==> config.mk <==
export PLATFORM = sky130hd
export DESIGN_NAME = sw_input_handshake
export DESIGN_NICKNAME = d
export VERILOG_FILES = /design/src/rtl/sw_input_handshake.sv
export SDC_FILE = /design/constraint.sdc
export NUM_CORES = 1
export LEC_CHECK = 0
export BUFFER_PORTS_ARGS = -buffer_cell sky130_fd_sc_hd__buf_2
export CAP_MARGIN = 25
export CORE_ASPECT_RATIO = 1.5
export CORE_MARGIN = 5
export CORE_UTILIZATION = 52
export CTS_CLUSTER_SIZE = 30
export DETAILED_ROUTE_END_ITERATION = 10
export GPL_ROUTABILITY_DRIVEN = 0
export PLACE_DENSITY_LB_ADDON = 0.2
export REMOVE_ABC_BUFFERS = 1
export SYNTH_ARGS = -nofsm -noshare
export SYNTH_HDL_FRONTEND = slang
export SYNTH_SLANG_ARGS = --single-unit
==> constraint.sdc <==
create_clock -name fastclk -period 1.7 [get_ports fastclk]
set_input_delay 0.51 -clock fastclk [delete_from_list [all_inputs] [get_ports fastclk]]
set_output_delay 0.51 -clock fastclk [all_outputs]
set_load 0.005 [all_outputs]
==> src/rtl/sw_input_handshake.sv <==
// SW8/SW[7:0] input stage for the picoMIPS core: synchronise, debounce, latch one operand per press.
// Optional: define SW_DEBOUNCE_EN to debounce SW8; otherwise hs_level follows the synchronised SW8.
`timescale 1ns/100ps
module sw_input_handshake #(
   parameter int DATA_W          = 8,
   parameter int SYNC_STAGES     = 2,
   parameter int DEBOUNCE_CYCLES = 3
) (
   input  logic              fastclk,
   input  logic              reset_n,
   input  logic [DATA_W-1:0] sw_data,
   input  logic              sw_hs,
   output logic [DATA_W-1:0] op_data,
   output logic              op_valid,
   input  logic              op_ready,
   output logic              op_idx,
   output logic              hs_level,
   output logic              overrun
);

   typedef enum logic [1:0] {IDLE, PENDING, RELEASE} state_t;

   logic [SYNC_STAGES-1:0][DATA_W-1:0] dsync_q;
   logic [SYNC_STAGES-1:0]             hsync_q;
   logic [DATA_W-1:0]                  data_s;
   logic                               hs_s;

   always_ff @(posedge fastclk or negedge reset_n) begin
      if (!reset_n) begin
         dsync_q <= '0;
         hsync_q <= '0;
      end else begin
         dsync_q <= {dsync_q[SYNC_STAGES-2:0], sw_data};
         hsync_q <= {hsync_q[SYNC_STAGES-2:0], sw_hs};
      end
   end

   assign data_s = dsync_q[SYNC_STAGES-1];
   assign hs_s   = hsync_q[SYNC_STAGES-1];

   logic hs_level_q, hs_level_d, hs_prev_q;

`ifdef SW_DEBOUNCE_EN
   localparam int CW = $clog2(DEBOUNCE_CYCLES + 1);
   logic [CW-1:0] cnt_q, cnt_d;

   // Once DEBOUNCE_CYCLES differing samples have been counted the level flips,
   // whatever the sample on the flip cycle is.
   always_comb begin
      hs_level_d = hs_level_q;
      cnt_d      = '0;
      if (cnt_q == CW'(DEBOUNCE_CYCLES))
         hs_level_d = ~hs_level_q;
      else if (hs_s != hs_level_q)
         cnt_d = cnt_q + CW'(1);
   end

   always_ff @(posedge fastclk or negedge reset_n) begin
      if (!reset_n) cnt_q <= '0;
      else          cnt_q <= cnt_d;
   end
`else
   always_comb hs_level_d = hs_s;
`endif

   state_t            state_q, state_d;
   logic [DATA_W-1:0] cap_q, op_data_q, op_data_d;
   logic              idx_q, idx_d, ovr_q, ovr_d, rise;

   assign rise = hs_level_q & ~hs_prev_q;

   always_comb begin
      state_d   = state_q;
      op_data_d = op_data_q;
      idx_d     = idx_q;
      ovr_d     = ovr_q | (rise & (state_q == PENDING));
      case (state_q)
         IDLE: if (rise) begin
            state_d   = PENDING;
            op_data_d = cap_q;
         end
         PENDING: if (op_ready) begin
            idx_d   = ~idx_q;
            state_d = hs_level_q ? RELEASE : IDLE;
         end
         RELEASE: if (!hs_level_q) state_d = IDLE;
         default: state_d = IDLE;
      endcase
   end

   // cap_q grabs the data on the edge the level rises; it only reaches op_data from IDLE,
   // so a press landing while an operand is pending never disturbs op_data.
   always_ff @(posedge fastclk or negedge reset_n) begin
      if (!reset_n) begin
         hs_level_q <= 1'b0;
         hs_prev_q  <= 1'b0;
         cap_q      <= '0;
         state_q    <= IDLE;
         op_data_q  <= '0;
         idx_q      <= 1'b0;
         ovr_q      <= 1'b0;
      end else begin
         hs_level_q <= hs_level_d;
         hs_prev_q  <= hs_level_q;
         if (hs_level_d && !hs_level_q) cap_q <= data_s;
         state_q    <= state_d;
         op_data_q  <= op_data_d;
         idx_q      <= idx_d;
         ovr_q      <= ovr_d;
      end
   end

   assign op_data  = op_data_q;
   assign op_valid = (state_q == PENDING);
   assign op_idx   = idx_q;
   assign hs_level = hs_level_q;
   assign overrun  = ovr_q;

endmodule
== Yosys cells after proc, flatten, opt, wreduce, memory -nomap -nowiden ==
Cells that the tools add are included.

* Eq/ne operators: 5
* Multiplexer cells: 5
* Bitwise operators: 5
* Reduce and logical (&&, ||, !) cells: 6

{| class="wikitable"
|+ Operators by type and width
! operator !! count
|-
| 2-bit two-way mux || 4
|-
| 2-bit one-hot mux with 3 select lines || 1
|-
| 2-bit inequality test, second input constant || 2
|-
| 2-bit AND reduction || 2
|-
| 3-bit AND reduction || 1
|-
| 1-bit bitwise AND || 2
|-
| 2-bit by 1-bit equality test with 1-bit output, second input constant || 1
|-
| 2-bit equality test, second input constant || 1
|-
| 2-bit logical NOT || 1
|-
| 2-bit by 1-bit inequality test with 1-bit output, second input constant || 1
|-
| 1-bit inverter || 2
|-
| 1-bit logical AND || 1
|-
| 1-bit logical NOT || 1
|-
| 1-bit OR || 1
|}

* Register bits: 40
* Bits of input ports: 12
* Output and inout port bits: 12
* Word-level logic and storage cells: 31

== Depth between registers and ports, before layout ==
* Word-level depth: 4
* Depth in mapped cells: 3
* Gate-level depth less buffers: 2

== Worst setup path before layout ==
Ideal clock, no wire load.

* Path type: flip-flop to flip-flop
* From: register state_q[0]
* To: register op_data_q[0] (netlist: op_data[0])
* Library setup time: 0.125 ns
* Data arrival time: 1.264 ns
* Data required time: 1.575 ns
* Setup slack: 0.312 ns
* Cell stages (with the launch flop): 3
* Buffers on the path: 0
* Period minus slack after synthesis: 1.388 ns
* Cell sequence: dfrtp_1 -> nor4b_4 -> mux2_2

* Word-level cells in the longest chain between the ends: 2

{| class="wikitable"
|+ Ends and longest elaborated chain
! item !! RTL line !! RTL
|-
| start, declared || 66 || <nowiki>state_t state_q, state_d;</nowiki>
|-
| start signal, assigned || 106 || <nowiki>state_q <= state_d;</nowiki>
|-
| 2-bit logical NOT || 77 || <nowiki>case (state_q)</nowiki>
|-
| 2-bit AND reduction (no line) || - ||
|-
| end signal, assigned || 107 || <nowiki>op_data_q <= op_data_d;</nowiki>
|-
| end, declared || 67 || <nowiki>logic [DATA_W-1:0] cap_q, op_data_q, op_data_d;</nowiki>
|}

No other way between the ends.
A chain may end at the register's enable or synchronous reset.

== Worst setup path after layout ==
* From: register state_q[1]
* To: output op_valid

* Word-level cells in the longest chain between the ends: 1

{| class="wikitable"
|+ Ends and longest elaborated chain
! item !! RTL line !! RTL
|-
| 2-bit by 1-bit equality test with 1-bit output || 114 || <nowiki>assign op_valid = (state_q == PENDING);</nowiki>
|-
| end, declared || 14 || <nowiki>output logic op_valid,</nowiki>
|}

No other way between the ends.

==> out/metrics.cfg <==
[run_status]
run_status=completed

[route]
post_drt_wl_per_cell_um=12.96
drt.antenna.violating_nets=0
detailroute.via_count=650
route.detailed.vias_per_inst=5.078
detail_route.first_pass.iterations=2
routed_wirelength_um=1659
remaining_drc_errors=0
drt-initial-drc-count=5

[setup_path]
critPathSlowestCell=sky130_fd_sc_hd__dfrtp_1
rrSetupSlack_ps=320
cp.buffers_inverters=1
reg2reg_from=state_q[0]$_DFFE_PN0P_
worst_ep_required_time_ps=1190
signal_arrival_time_at_the_worst_endpoint_ps=1090
end_kind=output pin
crit_path_start_kind=register
gate_family_responsible_for_the_most_delay_along_the_worst_path=flip-flops
worst-setup-path-type=register to output pin
setup.worst_path.start=state_q[1]$_DFFE_PN0P_
critical_path_peak_fanout=5
biggest_cell_delay_along_the_critical_path_ps=450
cp_cell_sequence=nor2b_1 -> buf_2
worst-r2r-cell-count=3
critical_path.reg2reg.endpoint=op_data[2]$_DFFE_PN0P_

[cells_and_area]
fillers=182
finish.net_count=115
finalCoreUtilization_pct=63.02
final_cell_area_um2=1526
area.growth.synth_to_final_pct=18.68
layout_commonest_cell=sky130_fd_sc_hd__dfrtp_1
layout-drive-gt1-share_pct=53.85
n_antenna_cell=0
layout_common_cells=39 x sky130_fd_sc_hd__dfrtp_1, 23 x sky130_fd_sc_hd__buf_2, 16 x sky130_fd_sc_hd__mux2_2

[floorplan]
row_count=22
initial_core_util_pct=53.10
coreArea_um2=2422
die_w_um=50.61
die_area_um2=3589
io_pins=24
die_h_um=70.91

[global_route]
number_of_global_route_vias_before_repair=669
globalRoute.totalOverflow=0
grt_pass1_wl_um=3056
grt_antenna_before_repair=0
grt_usage_pct=11.86
grt_max_degree=18

[power_and_ir_drop]
comb_power_share_pct=14.7
power.switching_w=0.0004496
power_frac_seq_pct=60.6
leakagePower_nw=0.7169
internal-power_w=0.001466
maximum_vdd_drop_v=0.0009734
power.density_cell_area_nw_per_um2=1255
power_frac_clock_pct=24.7
switching_share_pct=23.47

[cts]
clk_transition_reported_paths_ps=110
numClockSinks=40
clock_latency_late_sink_ps=340
numCtsBuffers=5
postCtsSetupBuffers=0
tritoncts=built
cts_repair_resize_count=0
cts.htree.levels=2
cts_hold_repair.buffers=0
clock_buffer_depth=2
ctsRootBufferMaster=sky130_fd_sc_hd__clkbuf_4

[timing]
post-route-min-period_ps=1597
final.hold.worst_slack_ps=31.12
period_share_pct=93.93
worst_slew_pin_tran_ps=286.5
clock-skew-final_ps=13.30
grt_setup_unrepaired=no
final_hold_fails=0
maxClockFrequency_ghz=0.6262
setup_total_negative_slack_ps=0
finalSetupViolCount=0
slew_headroom_pct=80.90
maxSlewViolCount=0

[hold_path]
worst_hold_path_type=primary input to asynchronous set/reset pin

[synth]
ys_ff_latch=40
synth-warning-count=0
synthesis.area_per_instance_um2=18.64
postSynthCellCount=69
synth.cell_area_um2=1286
synth_sequential_area_ratio_pct=77.82
yosysUniqueCellTypes=14

[placed_design]
dp.final_hpwl_um=1248
port_buffers=23
placedInstanceArea_um2=1464

[run]
drv_cap=0

[per-layer routing]
metal  vias to the layer above  part of all wire (%)  GRT usage [%]
met5                         -                     0              0
met4                         0                   3.4          7.670
met3                         7                   9.2          5.895
met2                        22                    46          16.02
met1                       322                    41          14.84
li1                        299                     -              -
[worst max-delay path by stage]
| stage | end | slack [ps] | cells after the start |
|---|---|---|---|
| after global placement | op_data[3]$_DFFE_PN0P_ | 340 | 3 |
| after detailed placement | op_data[7]$_DFFE_PN0P_ | 310 | 3 |
| after global routing | op_valid | 4 | 2 |
| final | op_valid | 100 | 2 |
| after CTS | op_valid | 40 | 2 |
| after floorplan | op_data[0]$_DFFE_PN0P_ | 310 | 2 |
[flip-flops by register name, summed over array words and instances, names as in the netlist]
register and count:
overrun 1, cap_q 8, op_data 8, hs_prev_q 1
dsync_q 8, op_idx 1, hs_level 1, hsync_q 2
data_s 8, state_q 2
[per-stage QoR]
step	worst slack, ps	std cells	power [W]
6_report	103.2	128	0.001916
5_1_grt	4.179	128	0.002049
4_1_cts	38.68	128	0.001955
3_5_place_dp	310.3	120	0.001476
3_3_place_gp	340.9	120	0.001463
2_1_floorplan	311.6	68	0.001316
[cell usage after synthesis]
cell	number	area, um2
sky130_fd_sc_hd__nor4b_4	1	23.77
sky130_fd_sc_hd__nand3b_1	1	7.510
sky130_fd_sc_hd__dfrtp_1	40	1001
sky130_fd_sc_hd__mux2_2	16	180.2
sky130_fd_sc_hd__inv_1	1	3.750
sky130_fd_sc_hd__a21oi_1	1	5.000
sky130_fd_sc_hd__nor2b_1	2	12.51
sky130_fd_sc_hd__or2b_1	1	7.510
sky130_fd_sc_hd__or3b_2	1	8.760
sky130_fd_sc_hd__buf_2	1	5.000
sky130_fd_sc_hd__xnor2_1	1	8.760
sky130_fd_sc_hd__nand2b_1	1	6.260
sky130_fd_sc_hd__a31o_2	1	8.760
sky130_fd_sc_hd__a21boi_0	1	7.510
[cells by family after synthesis]
logic type | count (synthesis) | share of synthesized area (%)
AOI/OAI and AO/OA | 3 | 1.654
xor gates and xnor gates | 1 | 0.6811
buffers and inverters | 2 | 0.6803
DFF | 40 | 77.82
muxes | 16 | 14.01
and+or+nand+nor | 7 | 5.156
[final cells by class]
class                           instances  area (um2)  share of cell area [%]
Tap cell                               24       30.03                   1.967
Clock inverter                          2       10.01                  0.6557
Inverter                                1       3.754                  0.2459
Clock buffer                            6       51.30                   3.361
Timing Repair Buffer                   28       152.6                   10.00
Multi-Input combinational cell         27       276.5                   18.11
Sequential cell                        40        1002                   65.66
[power by group through the flow]
stage               clock network [W]  registers [W]  logic, W
global placement                    0        0.00118  0.000284
finish                       0.000473        0.00116  0.000282
global route                 0.000550        0.00118  0.000314
CTS                          0.000498        0.00116  0.000292
floorplan                           0        0.00118  0.000132
detailed placement                  0        0.00118  0.000291
Power figures use the tool's default switching activity.
